File: src/rtl/ts_arb_pkg.sv
// Shared types and helpers for the measurement-engine arbiter.
// State encoding, owner-index width helper and the grant-counter width.
package ts_arb_pkg;

  typedef enum logic [1:0] {
    IDLE  = 2'd0,
    START = 2'd1,
    BUSY  = 2'd2
  } arb_state_t;

  localparam int STAT_CNT_W = 16;

  // Index width for n requesters, never narrower than one bit.
  function automatic int clog2_min1(input int n);
    int w;
    w = 1;
    while ((1 << w) < n) w++;
    return w;
  endfunction

endpackage

File: src/rtl/ts_rr_picker.sv
// Round-robin pick of the first pending requester after last_grant, wrapping to 0.
// Purely combinational; valid is low when nothing is pending.
module ts_rr_picker
  import ts_arb_pkg::*;
#(
  parameter int NUM_REQ = 4,
  parameter int IDX_W   = clog2_min1(NUM_REQ)
) (
  input  logic [NUM_REQ-1:0] pending,
  input  logic [IDX_W-1:0]   last_grant,
  output logic               valid,
  output logic [IDX_W-1:0]   index
);

  int cand;

  always_comb begin
    valid = 1'b0;
    index = '0;
    cand  = 0;
    for (int k = 1; k <= NUM_REQ; k++) begin
      cand = int'(last_grant) + k;
      if (cand >= NUM_REQ) cand = cand - NUM_REQ;
      if (!valid && pending[IDX_W'(cand)]) begin
        valid = 1'b1;
        index = IDX_W'(cand);
      end
    end
  end

endmodule

File: src/rtl/ts_measure_arbiter.sv
// Round-robin share of one measurement engine among NUM_REQ cores, RTC stamped at each start;
// req_start to measure_start >= 2 cycles; engine backpressure via measure_ready. TS_ARB_STATS_EN adds grant counters.
module ts_measure_arbiter
  import ts_arb_pkg::*;
#(
  parameter int NUM_REQ   = 4,
  parameter int TIMEOUT_W = 24
) (
  input  logic                           aclk,
  input  logic                           aresetn,
  input  logic [NUM_REQ-1:0]             req_start,
  output logic [NUM_REQ-1:0]             req_ready,
  output logic [NUM_REQ-1:0]             req_done,
  output logic [NUM_REQ-1:0]             req_timeout,
  output logic                           measure_start,
  input  logic                           measure_ready,
  input  logic                           measure_done,
  input  logic [31:0]                    rtc_sec,
  input  logic [31:0]                    rtc_nsec,
  input  logic [TIMEOUT_W-1:0]           cfg_timeout,
  output logic                           stat_busy,
  output logic [clog2_min1(NUM_REQ)-1:0] stat_owner,
  output logic [31:0]                    ts_sec,
  output logic [31:0]                    ts_nsec
`ifdef TS_ARB_STATS_EN
  ,
  input  logic                           stat_clear,
  output logic [NUM_REQ*STAT_CNT_W-1:0]  stat_grant_cnt
`endif
);

  localparam int OW = clog2_min1(NUM_REQ);

  arb_state_t           state, state_nxt;
  logic [NUM_REQ-1:0]   pending;
  logic [OW-1:0]        last_grant;
  logic [TIMEOUT_W-1:0] wd_cnt;
  logic                 pick_vld;
  logic [OW-1:0]        pick_idx;
  logic                 grant_fire, done_fire, timeout_fire, wd_hit;
  logic [NUM_REQ-1:0]   owner_mask, grant_mask, accept;

  ts_rr_picker #(
    .NUM_REQ (NUM_REQ),
    .IDX_W   (OW)
  ) u_picker (
    .pending    (pending),
    .last_grant (last_grant),
    .valid      (pick_vld),
    .index      (pick_idx)
  );

  assign owner_mask    = NUM_REQ'(1) << stat_owner;
  assign grant_mask    = NUM_REQ'(1) << pick_idx;
  assign stat_busy     = (state != IDLE);
  assign measure_start = (state == START);
  // Decoded from registers only, so req_start never loops back into req_ready.
  assign req_ready     = ~pending & ~(stat_busy ? owner_mask : '0);
  assign accept        = req_start & req_ready;
  // Live compare: a cfg_timeout change mid-measurement applies at once.
  assign wd_hit        = (cfg_timeout != '0) && (wd_cnt == cfg_timeout - TIMEOUT_W'(1));

  always_ff @(posedge aclk or negedge aresetn) begin
    if (!aresetn) state <= IDLE;
    else          state <= state_nxt;
  end

  always_comb begin
    state_nxt    = state;
    grant_fire   = 1'b0;
    done_fire    = 1'b0;
    timeout_fire = 1'b0;
    case (state)
      IDLE: begin
        if (pick_vld && measure_ready) begin
          grant_fire = 1'b1;
          state_nxt  = START;
        end
      end
      START: state_nxt = BUSY;
      BUSY: begin
        // Done takes priority over a watchdog hit in the same cycle.
        if (measure_done) begin
          done_fire = 1'b1;
          state_nxt = IDLE;
        end else if (wd_hit) begin
          timeout_fire = 1'b1;
          state_nxt    = IDLE;
        end
      end
      default: state_nxt = IDLE;
    endcase
  end

  always_ff @(posedge aclk or negedge aresetn) begin
    if (!aresetn) begin
      pending     <= '0;
      last_grant  <= OW'(NUM_REQ - 1);
      stat_owner  <= '0;
      wd_cnt      <= '0;
      ts_sec      <= '0;
      ts_nsec     <= '0;
      req_done    <= '0;
      req_timeout <= '0;
    end else begin
      pending     <= (pending | accept) & ~(grant_fire ? grant_mask : '0);
      req_done    <= done_fire    ? owner_mask : '0;
      req_timeout <= timeout_fire ? owner_mask : '0;
      if (grant_fire) begin
        stat_owner <= pick_idx;
        last_grant <= pick_idx;
      end
      if (state == START) begin
        ts_sec  <= rtc_sec;
        ts_nsec <= rtc_nsec;
        wd_cnt  <= '0;
      end else if (state == BUSY && wd_cnt != '1) begin
        wd_cnt <= wd_cnt + TIMEOUT_W'(1);
      end
    end
  end

`ifdef TS_ARB_STATS_EN
  for (genvar g = 0; g < NUM_REQ; g++) begin : g_grant_cnt
    logic [STAT_CNT_W-1:0] cnt;
    logic                  hit;

    assign hit = grant_fire && (pick_idx == OW'(g));

    // A grant coinciding with a clear counts as the first grant after it.
    always_ff @(posedge aclk or negedge aresetn) begin
      if (!aresetn)        cnt <= '0;
      else if (hit)        cnt <= stat_clear ? STAT_CNT_W'(1)
                                 : (cnt == '1) ? cnt : cnt + STAT_CNT_W'(1);
      else if (stat_clear) cnt <= '0;
    end

    assign stat_grant_cnt[g*STAT_CNT_W +: STAT_CNT_W] = cnt;
  end
`else
  // Grant statistics are not built in this configuration.
`endif

endmodule

File: config.mk
export PLATFORM = sky130hd
export DESIGN_NAME = ts_measure_arbiter
export DESIGN_NICKNAME = d
export VERILOG_FILES = /design/src/rtl/ts_arb_pkg.sv /design/src/rtl/ts_rr_picker.sv /design/src/rtl/ts_measure_arbiter.sv
export SDC_FILE = /design/constraint.sdc
export NUM_CORES = 1
export LEC_CHECK = 0
export CAP_MARGIN = 20
export CORE_UTILIZATION = 50
export CTS_CLUSTER_DIAMETER = 120
export DETAILED_ROUTE_END_ITERATION = 16
export DONT_BUFFER_PORTS = 1
export PLACE_DENSITY_LB_ADDON = 0.12
export SLEW_MARGIN = 20
export SYNTH_ARGS = -nofsm -noshare
export SYNTH_HDL_FRONTEND = slang
export SYNTH_SLANG_ARGS = --single-unit
File: constraint.sdc
create_clock -name aclk -period 2.1 [get_ports aclk]
set_input_delay 0.315 -clock aclk [delete_from_list [all_inputs] [get_ports aclk]]
set_output_delay 0.315 -clock aclk [all_outputs]
set_load 0.05 [all_outputs]
# Yosys cells after proc, flatten, opt, wreduce, memory -nomap -nowiden
# Index checks and enable logic that the tools add are counted.
# word_totals
register_bits	106
in_bits	96
# classes
add_sub_neg	10
n_lt_le_gt_ge	8
eq_ne	6
shift	2
muxes	41
bitwise	7
n_reduce_logical	14
# ops
operator	n
$mux 24	2
$add 24x1->24 const B	1
$eq 24x24->1	1
$ne 24x24->1 const B	1
$reduce_bool 24->1	1
$sub 24x1->24 const B	1
$mux 2	11
$mux 1	19
$lt 2x4->1 const B	4
$mux 4	4
$and 4x4->4	3
$not 4->4	3
$ge 3x3->1 const B	3
$bmux 1 s2	4
$shl 1x2->4 const A	2
$sub 2x1->2 const B	4
$add 2x2->3 const B	2
$logic_and 1x1->1	6
$pmux 2 s3	1
$add 2x3->4 const B	1
$ge 4x3->1 const B	1
$or 4x4->4	1
$reduce_bool 2->1	2
$add 2x1->3 const B	1
7 further kinds	9

# Logic depth before layout (Yosys ltp)
# logic_depth
ltp_word	22
mapped_depth	9
ltp_nobuf	9

# Cells and area by module
# From an unflattened synthesis, not the netlist that was laid out.
# unflattened
cells_unflattened	619
area_unflattened_um2	5343.9
# by_module_without_submodules
mod	instances	cells_per_inst	area_each_um2	seq_area_each_um2
ts_measure_arbiter	1	605	5252.5	2655.0
ts_rr_picker	1	14	91.3	0.0

# Worst setup path before layout
# No wires, ideal clock.
# synth_path
path_kind	input port to flip-flop
start	in cfg_timeout[4]
end	reg req_timeout[0]
setup_ns	0.098
t_arrival_ns	2.822
required_time_ns	2.002
setup_slack_ns	-0.820
cell_stages	8
path_buffers	2
path_cell_list	or4_1 > clkbuf_2 > or4b_1 > clkbuf_2 > or4_1 > a311oi_1 > o2111ai_2 > nor4_2
# synth_between
elab_chain_len	7
# synth_lines
element	line	source
start: declaration	ts_measure_arbiter.sv:20	input logic [TIMEOUT_W-1:0] cfg_timeout,
$sub 24x1->24	ts_measure_arbiter.sv:61	assign wd_hit = (cfg_timeout != '0) && (wd_cnt == cfg_timeout - TIMEOUT_W'(1));
$eq 24x24->1	ts_measure_arbiter.sv:61	
$logic_and 1x1->1 (*)	ts_measure_arbiter.sv:61	
$mux 1 (*)	ts_measure_arbiter.sv:86	end else if (wd_hit) begin
$mux 1 (*)	ts_measure_arbiter.sv:83	if (measure_done) begin
$mux 1 (*)	ts_measure_arbiter.sv:73	case (state)
$mux 4 (*)	ts_measure_arbiter.sv:108	req_timeout <= timeout_fire ? owner_mask : '0;
end signal: assignment	ts_measure_arbiter.sv:108	
end: declaration	ts_measure_arbiter.sv:14	output logic [NUM_REQ-1:0] req_timeout,
# Mark *: on every way between the ends. The rest lies on a longest branch, timed or not.
# A chain may end at the register's enable or synchronous reset.

# Final worst setup path
# layout_path
start	in cfg_timeout[9]
end	reg state[1]
# layout_between
elab_chain_len	5
# layout_lines
element	line	source
$sub 24x1->24	ts_measure_arbiter.sv:61	
$eq 24x24->1	ts_measure_arbiter.sv:61	
$logic_and 1x1->1 (*)	ts_measure_arbiter.sv:61	
$ne 3x3->1 (no source line) (*)	-	
$reduce_and 2->1 (no source line) (*)	-	
end signal: assignment	ts_measure_arbiter.sv:65	else state <= state_nxt;
end: declaration	ts_measure_arbiter.sv:34	arb_state_t state, state_nxt;
# Marked as above.

==> key figures <==
Outcome
  – Status: finished with violations
  – Failing checks: hold timing, setup timing

GRT
  – Total grt overflow: 0
  – Vias in the first global route: 4,315
  – Initial antenna violation count: 0
  – Largest net degree at the start of global routing: 107
  – First-pass GRT wire length: 20.95 mm
  – Gr usage total: 0.2418

Detailed routing
  – Vias/cell: 5.517
  – TritonRoute pass-1 iters: 5
  – Drt wl/cell: 16.28 um
  – Drt drc: 0
  – Vias: 4,436
  – Final wirelength: 13.09 mm
  – Iter 0 DRT Violations: 263
  – Antenna-violating nets left: 0

Finish
  – Layout Utilization: 0.6035
  – Most frequent cells in the layout: nand2_1 (223), dfrtp_1 (103), buf_4 (54)
  – Most common cell after layout, fill and taps aside: nand2_1
  – Layout cells sized above 1: 0.1751
  – Ant diodes: 0
  – Nets: 762
  – Non-filler cells, final: 804
  – Synth-to-Final Area Change: 17.10%
  – Filler cells: 920
  – Post-Layout Inst Area: 6202 um^2

Clock network
  – CTS Sinks: 106
  – Clock-pin slew on the worst setup and hold paths: 110 ps
  – CTS Buf Count: 9
  – CTS root buf: clkbuf_8
  – CTS tree: yes
  – H-tree depth: 3
  – CTS Buffer Depth: 2
  – Later-pin clock latency in the skew report: 380 ps

Logic synthesis
  – Post-synthesis instance area: 5296 um^2
  – Synth Area in Adders: 0.007087
  – Top-area cell type share of the netlist area: 0.4914
  – YS warnings: 0
  – Mean post-synth cell area: 8.529 um^2
  – Sequential area share after synthesis: 0.5013
  – Number of distinct library cells after synthesis: 54
  – Post-Synth Simple-Gate Area: 0.3012
  – Post-Synth XOR/XNOR Area: 0.06615
  – Synth Instances: 621
  – Count of state elements after synthesis: 106
  – Synth Flop Type: dfrtp_1
  – Largest family of logic cells by synthesized area: simple AND/OR/NAND/NOR gates
  – EDFF count, synth: 0
  – Mux cell area share after synthesis: 0.009922
  – Syn_nets: 720
  – Async set-reset flop share out of synthesis: 1.000
  – Main area contributors after synthesis: dfrtp_1 (49%), nand2_1 (16%), xnor2_1 (4.3%)
  – Cell accounting for the most synthesized area: dfrtp_1
  – Compound-Gate Fraction of Synth Area: 0.08552

Floorplanning
  – Starting Density: 0.5153
  – Height of the chip: 104.9 um
  – # IOs: 176
  – Die Wd: 104.9 um
  – Die area: 11,010 um^2
  – Core Box Area: 10,280 um^2
  – # rows: 37

Pwr
  – Combinational power share: 0.255
  – Psw: 0.005015 W
  – Lkg Pwr: 2.949 nW
  – Power Density: 1463 nW/um^2
  – Peak VDD IR: 1034 uV
  – Sequential group share of total power: 0.606
  – Clock power frac: 0.139
  – Pint: 0.004061 W
  – Total power: 0.009076 W
  – Sw Ratio: 0.5525

Placed design
  – DP Wirelength: 9.326 mm
  – Placer Congestion: 0.9182
  – Dpl cells: 786
  – Placed Area: 5856 um^2
  – PortBufs: 0

STA
  – Final setup fails: 5
  – F_max: 415.0 MHz
  – Post-layout minimum cycle time: 2410 ps
  – Final WS setup: -309.6 ps
  – Slew margin rel.: 0.5367
  – Max-slew violations: 0
  – Hold Slack: -390.3 ps
  – Final period util: 1.147
  – Setup TNS: -1391 ps
  – Setup Skew: 19.34 ps
  – Slew @ Worst Pin: 695.0 ps
  – RSZ-0062 raised after global routing: yes
  – Hold Fails Final Rpt: 106

Setup path
  – R2R depth: 8
  – Critical path fanouts, max: 6
  – Critical path startpoint category: primary input
  – Critical path endpoint category: flop
  – FF-to-FF End: state[1]
  – Critical path type: primary input to flop
  – R2R setup slack: -70 ps
  – Reg2reg start: wd_cnt[5]
  – Critical Path AT: 2700 ps
  – CP required: 2390 ps

Hold path
  – Worst hold path class: primary input to async pin

Run
  – MaxCap Viol Count: 0
[registers in the layout, summed over array words and instances, names as in the netlist]
register	flops
ts_nsec	32
ts_sec	32
stat_owner	2
state	2
req_timeout	4
last_grant	2
req_done	4
pending	4
wd_cnt	24
[per-stage QoR]
stage                     setup WS, ps  hold slack (ps)
final                           -309.6           -390.3
after global routing            -359.1           -419.1
after floorplan                 -711.1            19.41
after CTS                       -259.2           -413.3
after global placement          -706.0            21.33
after detailed placement        -779.1            20.99
[worst max-delay path by stage]
| stage | end | cells past startpoint | startpoint |
|---|---|---|---|
| 2_1_floorplan | state[1] | 8 | cfg_timeout[4] |
| 3_3_place_gp | state[1] | 8 | cfg_timeout[4] |
| 3_5_place_dp | state[1] | 8 | cfg_timeout[4] |
| 4_1_cts | req_timeout[0] | 6 | cfg_timeout[9] |
| 5_1_grt | state[1] | 8 | cfg_timeout[9] |
| 6_report | state[1] | 6 | cfg_timeout[9] |
[final cells by class]
type	instances	area, um^2	share of cell area
inverter	12	45.04	0.007262
clock inverter	7	82.58	0.01331
sequential	106	2656	0.4283
clock buffer	9	123.9	0.01997
timing repair buffer	59	481.7	0.07767
multi-input combinational	475	2643	0.4261
tap	136	170.2	0.02744
[synthesized netlist by cell type (all sizes together) (4+ instances only)]
master,count
o21ai,23
nand2,224
nor3b,4
a31oi,4
nand2b,5
a22oi,4
or4,6
inv,12
nor2,40
nor4,10
nor3,15
a21o,4
nand4,11
clkbuf,28
xor2,14
and3,10
a21oi,11
dfrtp,104
xnor2,26
nor2b,5
nand3,15
[critical path: stages]
cell and delay [ps]:
or4_4 520, or4b_4 610, or4_4 520, a311oi_4 320, o2111ai_4 210, a21o_1 200
[routing by layer]
layer  GRT usage  share of wire
met5           0              0
met4      0.1036          0.024
met3     0.06425          0.075
met2      0.3846           0.47
met1      0.3121           0.43
[kinds of logic (layout without fill, tap and decap cells)]
| kind of cell | after synthesis | after routing |
|---|---|---|
| adder cells (fa/ha/maj) | 3 | 3 |
| buffers and inverters | 40 | 87 |
| multiplexers | 5 | 5 |
| XOR/XNOR | 40 | 40 |
| AO/OA/AOI/OAI | 67 | 67 |
| flip-flops | 106 | 106 |
| AND/OR/NAND/NOR | 360 | 360 |
[power groups by stage]
stage / logic (W) / registers [W] / clock network (W)
4_1_cts: 0.00230 / 0.00550 / 0.00130
3_5_place_dp: 0.00231 / 0.00551 / 0
2_1_floorplan: 0.00163 / 0.00540 / 0
5_1_grt: 0.00260 / 0.00560 / 0.00138
6_report: 0.00231 / 0.00550 / 0.00127
3_3_place_gp: 0.00221 / 0.00553 / 0
[repair_timing]
action	CTS	global route
hold endpoints to repair	106	106
buffers inserted	0	1
setup endpoints to repair	8	20
pin swaps	4	9
cloned	0	1
gates resized for setup	10	17
Power figures use the tool's default switching activity.
